===== config.mk =====
export PLATFORM = sky130hd
export DESIGN_NAME = bram_burst_reader_flat
export DESIGN_NICKNAME = d
export VERILOG_FILES = /design/src/rtl/bram_burst_reader_pkg.sv /design/src/rtl/bram_burst_reader_if.sv /design/src/rtl/bram_burst_reader_rd_out_buf.sv /design/src/rtl/bram_burst_reader.sv /design/src/flat_wrapper.sv
export SDC_FILE = /design/constraint.sdc
export NUM_CORES = 1
export LEC_CHECK = 0
export CORE_UTILIZATION = 46
export DETAILED_ROUTE_END_ITERATION = 10
export GPL_TIMING_DRIVEN = 0
export PLACE_DENSITY = 0.86
export SLEW_MARGIN = 20
export SYNTH_ARGS = -nofsm -noshare
export SYNTH_HDL_FRONTEND = slang
export SYNTH_SLANG_ARGS = --single-unit

===== constraint.sdc =====
create_clock -name clk_mem -period 2.5 [get_ports clk_mem]
set_input_delay 0.5 -clock clk_mem [delete_from_list [all_inputs] [get_ports clk_mem]]
set_output_delay 0.5 -clock clk_mem [all_outputs]
set_load 0.02 [all_outputs]

===== src/rtl/bram_burst_reader_pkg.sv =====
// Shared types and defaults for the BRAM burst read path (package mem_rd_pkg).
package mem_rd_pkg;

  localparam int ADDR_W_DEFAULT = 8;
  localparam int DATA_W_DEFAULT = 8;
  localparam logic [DATA_W_DEFAULT-1:0] CHECKSUM_INIT = 8'h00;

  typedef enum logic [1:0] {
    IDLE  = 2'd0,
    ISSUE = 2'd1,
    DRAIN = 2'd2,
    DONE  = 2'd3
  } state_t;

endpackage


===== src/rtl/bram_burst_reader_if.sv =====
// BRAM read port plus downstream valid/ready byte stream.
interface bram_burst_reader_if #(
  parameter int ADDR_W = mem_rd_pkg::ADDR_W_DEFAULT,
  parameter int DATA_W = mem_rd_pkg::DATA_W_DEFAULT
);
  logic [ADDR_W-1:0] mem_addr;
  logic              mem_rd_en;
  logic [DATA_W-1:0] mem_rd_data;
  logic [DATA_W-1:0] out_data;
  logic              out_valid;
  logic              out_ready;

  modport master (
    output mem_addr, mem_rd_en, out_data, out_valid,
    input  mem_rd_data, out_ready
  );

  modport slave (
    input  mem_addr, mem_rd_en, out_data, out_valid,
    output mem_rd_data, out_ready
  );
endinterface


===== src/rtl/bram_burst_reader_rd_out_buf.sv =====
// Small synchronous FIFO holding returned BRAM bytes; head is presented directly
// from storage so the stream valid never depends on ready.
module rd_out_buf #(
  parameter int DATA_W = 8,
  parameter int DEPTH  = 2,
  localparam int CNT_W = $clog2(DEPTH + 1),
  localparam int PTR_W = (DEPTH > 1) ? $clog2(DEPTH) : 1
) (
  input  logic              clk,
  input  logic              reset,
  input  logic              push,
  input  logic [DATA_W-1:0] push_data,
  input  logic              pop,
  output logic [CNT_W-1:0]  count,
  output logic [DATA_W-1:0] head_data,
  output logic              head_valid
);

  logic [DATA_W-1:0] mem_r [DEPTH];
  logic [PTR_W-1:0]  wr_ptr_r;
  logic [PTR_W-1:0]  rd_ptr_r;
  logic [CNT_W-1:0]  count_r;

  function automatic logic [PTR_W-1:0] ptr_inc(input logic [PTR_W-1:0] p);
    if (p == PTR_W'(DEPTH - 1)) begin
      return {PTR_W{1'b0}};
    end else begin
      return p + PTR_W'(1);
    end
  endfunction

  // Storage, pointers and occupancy
  always_ff @(posedge clk) begin
    if (reset) begin
      wr_ptr_r <= {PTR_W{1'b0}};
      rd_ptr_r <= {PTR_W{1'b0}};
      count_r  <= {CNT_W{1'b0}};
      for (int i = 0; i < DEPTH; i++) begin
        mem_r[i] <= {DATA_W{1'b0}};
      end
    end else begin
      if (push) begin
        mem_r[wr_ptr_r] <= push_data;
        wr_ptr_r        <= ptr_inc(wr_ptr_r);
      end
      if (pop) begin
        rd_ptr_r <= ptr_inc(rd_ptr_r);
      end
      case ({push, pop})
        2'b10:   count_r <= count_r + CNT_W'(1);
        2'b01:   count_r <= count_r - CNT_W'(1);
        default: count_r <= count_r;
      endcase
    end
  end

  // Head presentation; data forced to zero while empty
  always_comb begin
    count      = count_r;
    head_valid = (count_r != {CNT_W{1'b0}});
    if (head_valid) begin
      head_data = mem_r[rd_ptr_r];
    end else begin
      head_data = {DATA_W{1'b0}};
    end
  end

endmodule


===== src/rtl/bram_burst_reader.sv =====
// Burst reader: issues sequential BRAM reads and streams bytes out with backpressure.
// Optional macro BURST_CHECKSUM_EN adds an XOR checksum output of the transferred beats.
module bram_burst_reader
  import mem_rd_pkg::*;
#(
  parameter int ADDR_W     = ADDR_W_DEFAULT,
  parameter int DATA_W     = DATA_W_DEFAULT,
  parameter int RD_LATENCY = 1,
  parameter int BUF_DEPTH  = 2
) (
  input  logic              clk_mem,
  input  logic              reset,
  input  logic              start,
  input  logic [ADDR_W-1:0] base_addr,
  input  logic [7:0]        burst_len,
  output logic              busy,
  output logic              done,
`ifdef BURST_CHECKSUM_EN
  output logic [DATA_W-1:0] checksum,
`endif
  bram_burst_reader_if.master bus
);

  localparam int CNT_W = $clog2(BUF_DEPTH + 1);
  localparam int OCC_W = CNT_W + 1;

  if (RD_LATENCY != 1 || BUF_DEPTH < RD_LATENCY + 1) begin : g_param_check
    $error("bram_burst_reader: RD_LATENCY must be 1 and BUF_DEPTH >= RD_LATENCY+1");
  end

  state_t            state_r;
  logic [ADDR_W-1:0] addr_r;
  logic [7:0]        remaining_r;
  logic              inflight_r;
  logic              busy_r;
  logic              done_r;

  logic [CNT_W-1:0]  buf_count_s;
  logic [DATA_W-1:0] head_data_s;
  logic              head_valid_s;
  logic              pop_s;
  logic              issue_s;
  logic [OCC_W-1:0]  occupancy_s;

  // The read returns the cycle after issue, so inflight_r doubles as the push strobe
  rd_out_buf #(
    .DATA_W (DATA_W),
    .DEPTH  (BUF_DEPTH)
  ) u_buf (
    .clk        (clk_mem),
    .reset      (reset),
    .push       (inflight_r),
    .push_data  (bus.mem_rd_data),
    .pop        (pop_s),
    .count      (buf_count_s),
    .head_data  (head_data_s),
    .head_valid (head_valid_s)
  );

  // Issue decision: occupancy after this cycle's pop must leave room for one more read
  always_comb begin
    pop_s       = head_valid_s && bus.out_ready;
    occupancy_s = OCC_W'(buf_count_s) + OCC_W'(inflight_r) - OCC_W'(pop_s);
    if (state_r == ISSUE && remaining_r != 8'd0) begin
      issue_s = (occupancy_s < OCC_W'(BUF_DEPTH));
    end else begin
      issue_s = 1'b0;
    end
  end

`ifdef BURST_CHECKSUM_EN
  logic [DATA_W-1:0] checksum_r;
`endif

  // Burst control FSM with registered busy/done
  always_ff @(posedge clk_mem) begin
    if (reset) begin
      state_r     <= IDLE;
      addr_r      <= {ADDR_W{1'b0}};
      remaining_r <= 8'd0;
      inflight_r  <= 1'b0;
      busy_r      <= 1'b0;
      done_r      <= 1'b0;
`ifdef BURST_CHECKSUM_EN
      checksum_r  <= DATA_W'(CHECKSUM_INIT);
`endif
    end else begin
      inflight_r <= issue_s;
      done_r     <= 1'b0;
`ifdef BURST_CHECKSUM_EN
      if (pop_s) begin
        checksum_r <= checksum_r ^ head_data_s;
      end
`endif
      case (state_r)
        IDLE: begin
          if (start) begin
            busy_r <= 1'b1;
`ifdef BURST_CHECKSUM_EN
            checksum_r <= DATA_W'(CHECKSUM_INIT);
`endif
            if (burst_len != 8'd0) begin
              addr_r      <= base_addr;
              remaining_r <= burst_len;
              state_r     <= ISSUE;
            end else begin
              done_r  <= 1'b1;
              state_r <= DONE;
            end
          end else begin
            busy_r <= 1'b0;
          end
        end
        ISSUE: begin
          if (issue_s) begin
            addr_r      <= addr_r + ADDR_W'(1);
            remaining_r <= remaining_r - 8'd1;
            if (remaining_r == 8'd1) begin
              state_r <= DRAIN;
            end
          end
        end
        DRAIN: begin
          // Empty once the last beat leaves this cycle with nothing still returning
          if (occupancy_s == {OCC_W{1'b0}}) begin
            done_r  <= 1'b1;
            state_r <= DONE;
          end
        end
        DONE: begin
          busy_r  <= 1'b0;
          state_r <= IDLE;
        end
        default: begin
          busy_r  <= 1'b0;
          state_r <= IDLE;
        end
      endcase
    end
  end

  assign bus.mem_addr  = addr_r;
  assign bus.mem_rd_en = issue_s;
  assign bus.out_data  = head_data_s;
  assign bus.out_valid = head_valid_s;
  assign busy          = busy_r;
  assign done          = done_r;
`ifdef BURST_CHECKSUM_EN
  assign checksum      = checksum_r;
`endif

endmodule

===== src/flat_wrapper.sv =====
// flat-port wrapper written by rule: the top's interface ports become plain ports
module bram_burst_reader_flat import mem_rd_pkg::*;
#(
  parameter int ADDR_W     = ADDR_W_DEFAULT,
  parameter int DATA_W     = DATA_W_DEFAULT,
  parameter int RD_LATENCY = 1,
  parameter int BUF_DEPTH  = 2
)
  (clk_mem, reset, start, base_addr, burst_len, busy, done, bus_mem_addr, bus_mem_rd_en, bus_out_data, bus_out_valid, bus_mem_rd_data, bus_out_ready);
  bram_burst_reader_if #(.ADDR_W(ADDR_W), .DATA_W(DATA_W)) bus_i ();
  input  logic clk_mem;
  input  logic reset;
  input  logic start;
  input  logic [ADDR_W-1:0] base_addr;
  input  logic [7:0] burst_len;
  output logic busy;
  output logic done;
  output wire logic [$bits(bus_i.mem_addr)-1:0] bus_mem_addr;
  output wire logic [$bits(bus_i.mem_rd_en)-1:0] bus_mem_rd_en;
  output wire logic [$bits(bus_i.out_data)-1:0] bus_out_data;
  output wire logic [$bits(bus_i.out_valid)-1:0] bus_out_valid;
  input wire logic [$bits(bus_i.mem_rd_data)-1:0] bus_mem_rd_data;
  input wire logic [$bits(bus_i.out_ready)-1:0] bus_out_ready;
  assign bus_mem_addr = bus_i.mem_addr;
  assign bus_mem_rd_en = bus_i.mem_rd_en;
  assign bus_out_data = bus_i.out_data;
  assign bus_out_valid = bus_i.out_valid;
  assign bus_i.mem_rd_data = bus_mem_rd_data;
  assign bus_i.out_ready = bus_out_ready;
  bram_burst_reader #(.ADDR_W(ADDR_W), .DATA_W(DATA_W), .RD_LATENCY(RD_LATENCY), .BUF_DEPTH(BUF_DEPTH)) u_core (.clk_mem(clk_mem), .reset(reset), .start(start), .base_addr(base_addr), .burst_len(burst_len), .busy(busy), .done(done), .bus(bus_i));
endmodule

# Word-level counts from Yosys, hierarchy flattened
# Memories as Yosys holds them, arrays and structs flattened. A register that Yosys moved wholly into a read port is not among the register bits.
# Index checks and enable logic that the tools add are counted.
[classes]
eq_ne = 11
n_reduce_logical = 13
mux = 35
magnitude_cmp = 1
add_sub_neg = 8
[op_table]
columns = ["cell", "n"]
rows = [
  ["$mux W8", 8],
  ["$pmux W8 S2", 2],
  ["$mux W1", 16],
  ["$reduce_bool A8 Y1", 2],
  ["$mux W2", 5],
  ["$add A8 B1 Y8 const B", 1],
  ["$eq A8 B1 Y1 const B", 1],
  ["$pmux W2 S4", 1],
  ["$reduce_and A4 Y1", 2],
  ["$reduce_bool A2 Y1", 4],
  ["$reduce_or A8 Y1", 1],
  ["$sub A8 B1 Y8 const B", 1],
  ["$eq A2 B2 Y1 const B", 3],
  ["$ne A2 B2 Y1 const B", 3],
  ["$eq A2 B1 Y1 const B", 2],
  ["$ne A2 B1 Y1 const B", 2],
  ["$pmux W1 S2", 2],
  ["$pmux W2 S2", 1],
  ["$add A2 B1 Y3", 1],
  ["$logic_not A3 Y1", 1],
  ["$lt A3 B2 Y1 const B", 1],
  ["$sub A3 B1 Y3", 1],
  ["$add A1 B1 Y1 const B", 2],
  ["$add A2 B1 Y2 const B", 1],
  ["3 further kinds", 4],
]
[word_totals]
n_memories = 1
elab_cells = 78
mem_bits_rw = 16
output_inout_bits = 20
in_bits = 28
register_bits = 25
[mem_list]
columns = ["memory", "depth", "width", "rd", "rd_clocked_by_memory_dff", "wr", "line", "text"]
rows = [
  ["u_core.u_buf.mem_r", 2, 8, 1, 1, 2, "bram_burst_reader_rd_out_buf.sv:19", "logic [DATA_W-1:0] mem_r [DEPTH];"],
]

# Longest topological paths before layout
[logic_depth]
ltp_word = 7
mapped_depth = 11
depth_no_buf = 10

# Cells and area by module
# From an unflattened synthesis, not the netlist that was laid out.
[unflattened]
hier_cells = 268
area_unflattened_um2 = 2451.1
[modules_own_cells]
columns = ["module", "n_inst", "seq_area_each_um2", "cells_per_inst", "area_per_inst_um2"]
rows = [
  ["bram_burst_reader", 1, 420.4, 185, 1529.0],
  ["rd_out_buf", 1, 580.6, 83, 922.1],
]

# Worst setup path before layout
# OpenSTA, ideal clock, no wires.
[synth_path]
path_type = "register to register"
start = "register u_core.u_buf.count_r[1] (netlist: u_core.u_buf.count[1])"
end = "register u_core.state_r[1]"
required_time_ps = 2413
path_stages_with_launch = 11
arrival_time_ps = 2614
n_path_buf = 0
setup_ps = 87
path_slack_ps = -201
period_less_slack_ps = 2701
path_cell_list = "dfxtp_1 o21ai_0 nand2b_1 nand2_1 ha_1 fa_1 xnor2_2 nor4b_2 a21oi_2 or4_1 o31ai_1"
[synth_via]
elab_chain_len = 7
word_cells_on_any_way = 10
classes_between = "2 x add/sub; 1 x order compare; 2 x eq/ne; 1 x mux; 4 x reduce/logical"
[synth_rtl]
columns = ["item", "line", "text"]
rows = [
  ["from (decl)", "bram_burst_reader_rd_out_buf.sv:22", "logic [CNT_W-1:0] count_r;"],
  ["from (signal assigned)", "bram_burst_reader_rd_out_buf.sv:37", "count_r <= {CNT_W{1'b0}};"],
  ["from (signal assigned)", "bram_burst_reader_rd_out_buf.sv:50", "2'b10: count_r <= count_r + CNT_W'(1);"],
  ["from (signal assigned)", "bram_burst_reader_rd_out_buf.sv:51", "2'b01: count_r <= count_r - CNT_W'(1);"],
  ["branches (longest 2 deep; another with $add A2 B1 Y3)", "-", ""],
  ["$sub A3 B1 Y3 (*)", "bram_burst_reader.sv:63", "occupancy_s = OCC_W'(buf_count_s) + OCC_W'(inflight_r) - OCC_W'(pop_s);"],
  ["$lt A3 B2 Y1", "bram_burst_reader.sv:65", "issue_s = (occupancy_s < OCC_W'(BUF_DEPTH));"],
  ["$mux W1", "bram_burst_reader.sv:64", "if (state_r == ISSUE && remaining_r != 8'd0) begin"],
  ["$ne A2 B2 Y1 (no line)", "-", ""],
  ["$reduce_and A4 Y1 (no line) (*)", "-", ""],
  ["to (signal assigned)", "bram_burst_reader.sv:78", "state_r <= IDLE;"],
  ["to (signal assigned)", "bram_burst_reader.sv:105", "state_r <= ISSUE;"],
  ["to (signal assigned)", "bram_burst_reader.sv:108", "state_r <= DONE;"],
  ["to (decl)", "bram_burst_reader.sv:31", "state_t state_r;"],
]
# Every way passes the cells marked *.
# A chain may end at the register's enable or synchronous reset.

# Final worst setup path
[layout_path]
start = "register u_core.u_buf.count_r[0] (netlist: u_core.u_buf.count[0])"
end = "output port bus_mem_rd_en"
[layout_via]
elab_chain_len = 5
word_cells_on_any_way = 6
classes_between = "2 x add/sub; 1 x order compare; 1 x mux; 2 x reduce/logical"
[layout_rtl]
columns = ["item", "line", "text"]
rows = [
  ["branches (longest 2 deep; another with $add A2 B1 Y3)", "-", ""],
  ["$sub A3 B1 Y3 (*)", "bram_burst_reader.sv:63", ""],
  ["$lt A3 B2 Y1 (*)", "bram_burst_reader.sv:65", ""],
  ["$mux W1 (*)", "bram_burst_reader.sv:64", ""],
  ["to (decl)", "flat_wrapper.sv:19", "output wire logic [$bits(bus_i.mem_rd_en)-1:0] bus_mem_rd_en;"],
]
# Marked as above.

==> summary.md <==
| Metric | Value |
|---|---|
| Routed wire length | `7.29 mm` |
| TritonCTS Buffers | `5` |
| Asr flop ratio synth | `0%` |
| CTS clk-pin slew, worst paths | `around 0.09 ns` |
| GRT overflow | `0` |
| Initial antenna violation count | `0` |
| H-tree Lvls | `2` |
| Multi-input combinational cell area | `between 1000 and 1500 um^2` |
| WP data arrival | `approximately 2.3 ns` |
| Gr usage total | `a little over a quarter` |
| Vias/cell | `5.94` |
| Fin nets | `between 300 and 400` |
| Max_slew headroom | `40.0%` |
| Top-area cell type share of the netlist area | `22.1%` |
| Number of flops mapped to enable cells by yosys | `16` |
| Clock Path Buffers | `2` |
| Core area | `between 4000 and 5000 um^2` |
| DRC | `0` |
| Leakage | `roughly 1.3 nW` |
| Layout cells sized above 1 | `about a quarter` |
| Max Cap Viol | `0` |
| DP Worst Slack | `-1.13 ns` |
| # rows | `25` |
| Max-slew violation count | `0` |
| Unrepaired setup endpoints after global routing | `yes` |
| Worst EP required | `roughly 2.0 ns` |
| Area of the mapped netlist | `~2400 um^2` |
| Min setup slack post-route | `-0.258 ns` |
| Fmax | `about 360 MHz` |
| Setup Crit Path Kind | `reg -> out` |
| Gpl congestion | `0.902` |
| Vias in the first global route | `~2200` |
| First DRT Iteration DRCs | `290` |
| Top post-synthesis cells by area | `dfxtp_1 (22%), edfxtp_1 (20%), a21oi_1 (5.1%)` |
| Yosys reg bits | `between 40 and 50` |
| Pwr dens | `1240 nW/um^2` |
| Chip width | `73.5 um` |
| Post-synthesis sequential area ratio | `a little over two fifths` |
| # diodes | `0` |
| Synth area leader | `dfxtp_1` |
| Routed len/inst | `around 18 um` |
| DR pass1 iterations | `4` |
| Final hold violations | `0` |
| IO buf count | `46` |
| Largest net degree at the start of global routing | `16` |
| Fillers | `between 300 and 400` |
| Top Ports | `48` |
| Maximum vdd drop | `a little over 700 uV` |
| Comb pwr share | `just over 60%` |
| Period utilization | `110%` |
| Seq pwr share | `between 20% and 30%` |
| Cells after synthesis | `263` |
| CTS tree | `done` |
| Final core occ | `between 70% and 80%` |
| Transition time of the tightest slew-check pin | `about 0.89 ns` |
| Clk root buf | `clkbuf_8` |
| Switching power | `~0.0019 W` |
| Crit path max fanout | `3` |
| Die Span Y | `~74 um` |
| Syn. warnings | `0` |
| Die footprint | `roughly 5400 um^2` |
| Register area | `about 1000 um^2` |
| Violated checks | `negative setup slack` |
| Clock power frac | `about 11%` |
| Synthesized Nets | `~300` |
| Final setup viols | `18` |
| Antenna Nets Post-Route | `0` |
| Run status | `finished with violations` |
| CTS Hold Bufs | `0` |
| Synth cell types | `50` |
| Sw Ratio | `a little under half` |
| CP startpoint kind | `flop` |
| Pint | `approximately 0.0023 W` |
| Ys flop type | `dfxtp_1` |
| Crit. End Element | `output pin` |
| Layout area overhead | `43.9%` |
| Synthesized area per cell | `about 8.9 um^2` |
| First-pass GRT wire length | `approximately 11 mm` |
| Clock skew | `about 0.011 ns` |
| Clk sinks | `42` |
| Routed via count | `~2400` |
| Min Tclk post-route | `between 2 and 3 ns` |
| Dpl hpwl | `4.07 mm` |
| Starting Density | `a little under 50%` |
| Clock latency on the worst-skew pair | `around 0.3 ns` |
| Hold Crit Class | `in -> reg` |
[cells in the mapped netlist, types with 2 or more instances]
cell	count
xnor2_1	2
and3_1	5
nor2_1	29
ha_1	9
buf_2	3
dfxtp_1	26
nor3_1	9
o31ai_1	2
o2bb2ai_1	2
a21oi_1	24
edfxtp_1	16
nor2b_1	3
o32ai_1	4
mux2i_1	9
nand3_1	7
nor3b_1	2
a211oi_1	2
nor4_1	2
and2_1	17
inv_1	12
nand2_1	25
a31oi_1	2
o21ai_0	16
clkbuf_1	7
or2_2	3
[flip-flops by register name (all words and copies together), names as in the netlist, named ones only]
register,count
u_core.u_buf.count,2
u_core.u_buf.mem_r,16
u_core.state_r,2
u_core.u_buf.wr_ptr_r,1
u_core.busy,1
u_core.done,1
u_core.remaining_r,8
u_core.bus.mem_addr,8
u_core.inflight_r,1
u_core.u_buf.rd_ptr_r,1
[logic make-up (layout without fill, tap and decap cells)]
logic type      after synthesis  after routing  synth area share [%]
buf+inv                      25             98                  5.27
simple gates                109            109                  23.7
flops                        42             42                  42.6
compound gates               63             63                  16.7
fa+ha+maj                    10             10                  5.64
mux                          10             10                  4.31
xor+xnor                      4              4                  1.81
[per-stage QoR]
stage	setup TNS (ns)	instance area, um^2	total power, W	hold slack (ns)	instances
floorplan	-0.00819	2370	0.00229	0.465	263
global placement	-10.86	2920	0.00279	0.472	376
detailed placement	-11.88	2920	0.00285	0.476	376
CTS	-1.16	3220	0.00372	0.448	396
global route	-3.44	3380	0.00439	0.447	403
finish	-1.96	3380	0.00418	0.450	403
[layout make-up]
type	count	share of cell area, %
Clock buffer	5	2.03
Timing Repair Buffer	67	18.6
Multi-Input combinational cell	196	42.7
Buffer	11	2.33
Tap cell	67	2.48
Clock inverter	3	0.739
Inverter	12	1.33
Sequential cell	42	29.8
[cells in the final DEF (no fill, tap or decap), drive strengths merged, types with 3 or more instances in the layout]
master         count
clkdlybuf4s50     44
nor2              29
edfxtp            16
or2                3
o21ai             16
nand3              7
inv               13
xnor2              3
clkbuf            12
nor2b              3
and2              17
dfxtp             26
nand2             25
and3               6
a211oi             3
o32ai              4
mux2i              9
ha                 9
buf               25
nor3              10
a21oi             25
[per-layer routing]
layer  global-route usage, %  vias up  share of wire [%]
met5                       0        -                  0
met4                    9.62        0                3.8
met3                    4.94       35                8.6
met2                    45.0      148                 49
met1                    32.8     1131                 39
li1                        -     1079                  -
[final timing paths]
check | startpoint | endpoint | slack [ns] | cells past startpoint
worst max-delay path | u_core.u_buf.count[0] | bus_mem_rd_en | -0.26 | 9
worst min-delay path | reset | u_core.remaining_r[4] | 0.45 | 2
worst max register to register | u_core.u_buf.count[0] | u_core.state_r[1] | -0.20 | 11
worst min register to register | u_core.bus.mem_addr[7] | u_core.bus.mem_addr[7] | 0.50 | 2
[critical path, stage by stage (launching register included)]
cell and delay (ns):
dfxtp_4 0.36, o21ai_4 0.17, nand2b_4 0.16, nand2_4 0.06, ha_4 0.16, fa_2 0.38
xnor2_4 0.15, a211oi_4 0.20, and2_4 0.19, buf_6 0.12
[power by group through the flow]
stage,sequential (W),combinational [W],clock (W)
finish,0.00112,0.00260,0.000466
global route,0.00114,0.00275,0.000498
CTS,0.00109,0.00217,0.000464
detailed placement,0.00109,0.00175,0
global placement,0.00108,0.00171,0
floorplan,0.00113,0.00116,0
[repair_timing]
| action | CTS | global route |
|---|---|---|
| pin swaps | 25 | 20 |
| resized for setup | 46 | 26 |
| endpoints found under the hold margin | 0 | 0 |
| setup endpoints to repair | 21 | 19 |
| setup buffers | 10 | 10 |
| cloned | 3 | 0 |
Note: power is estimated with default switching activity, not from simulation.
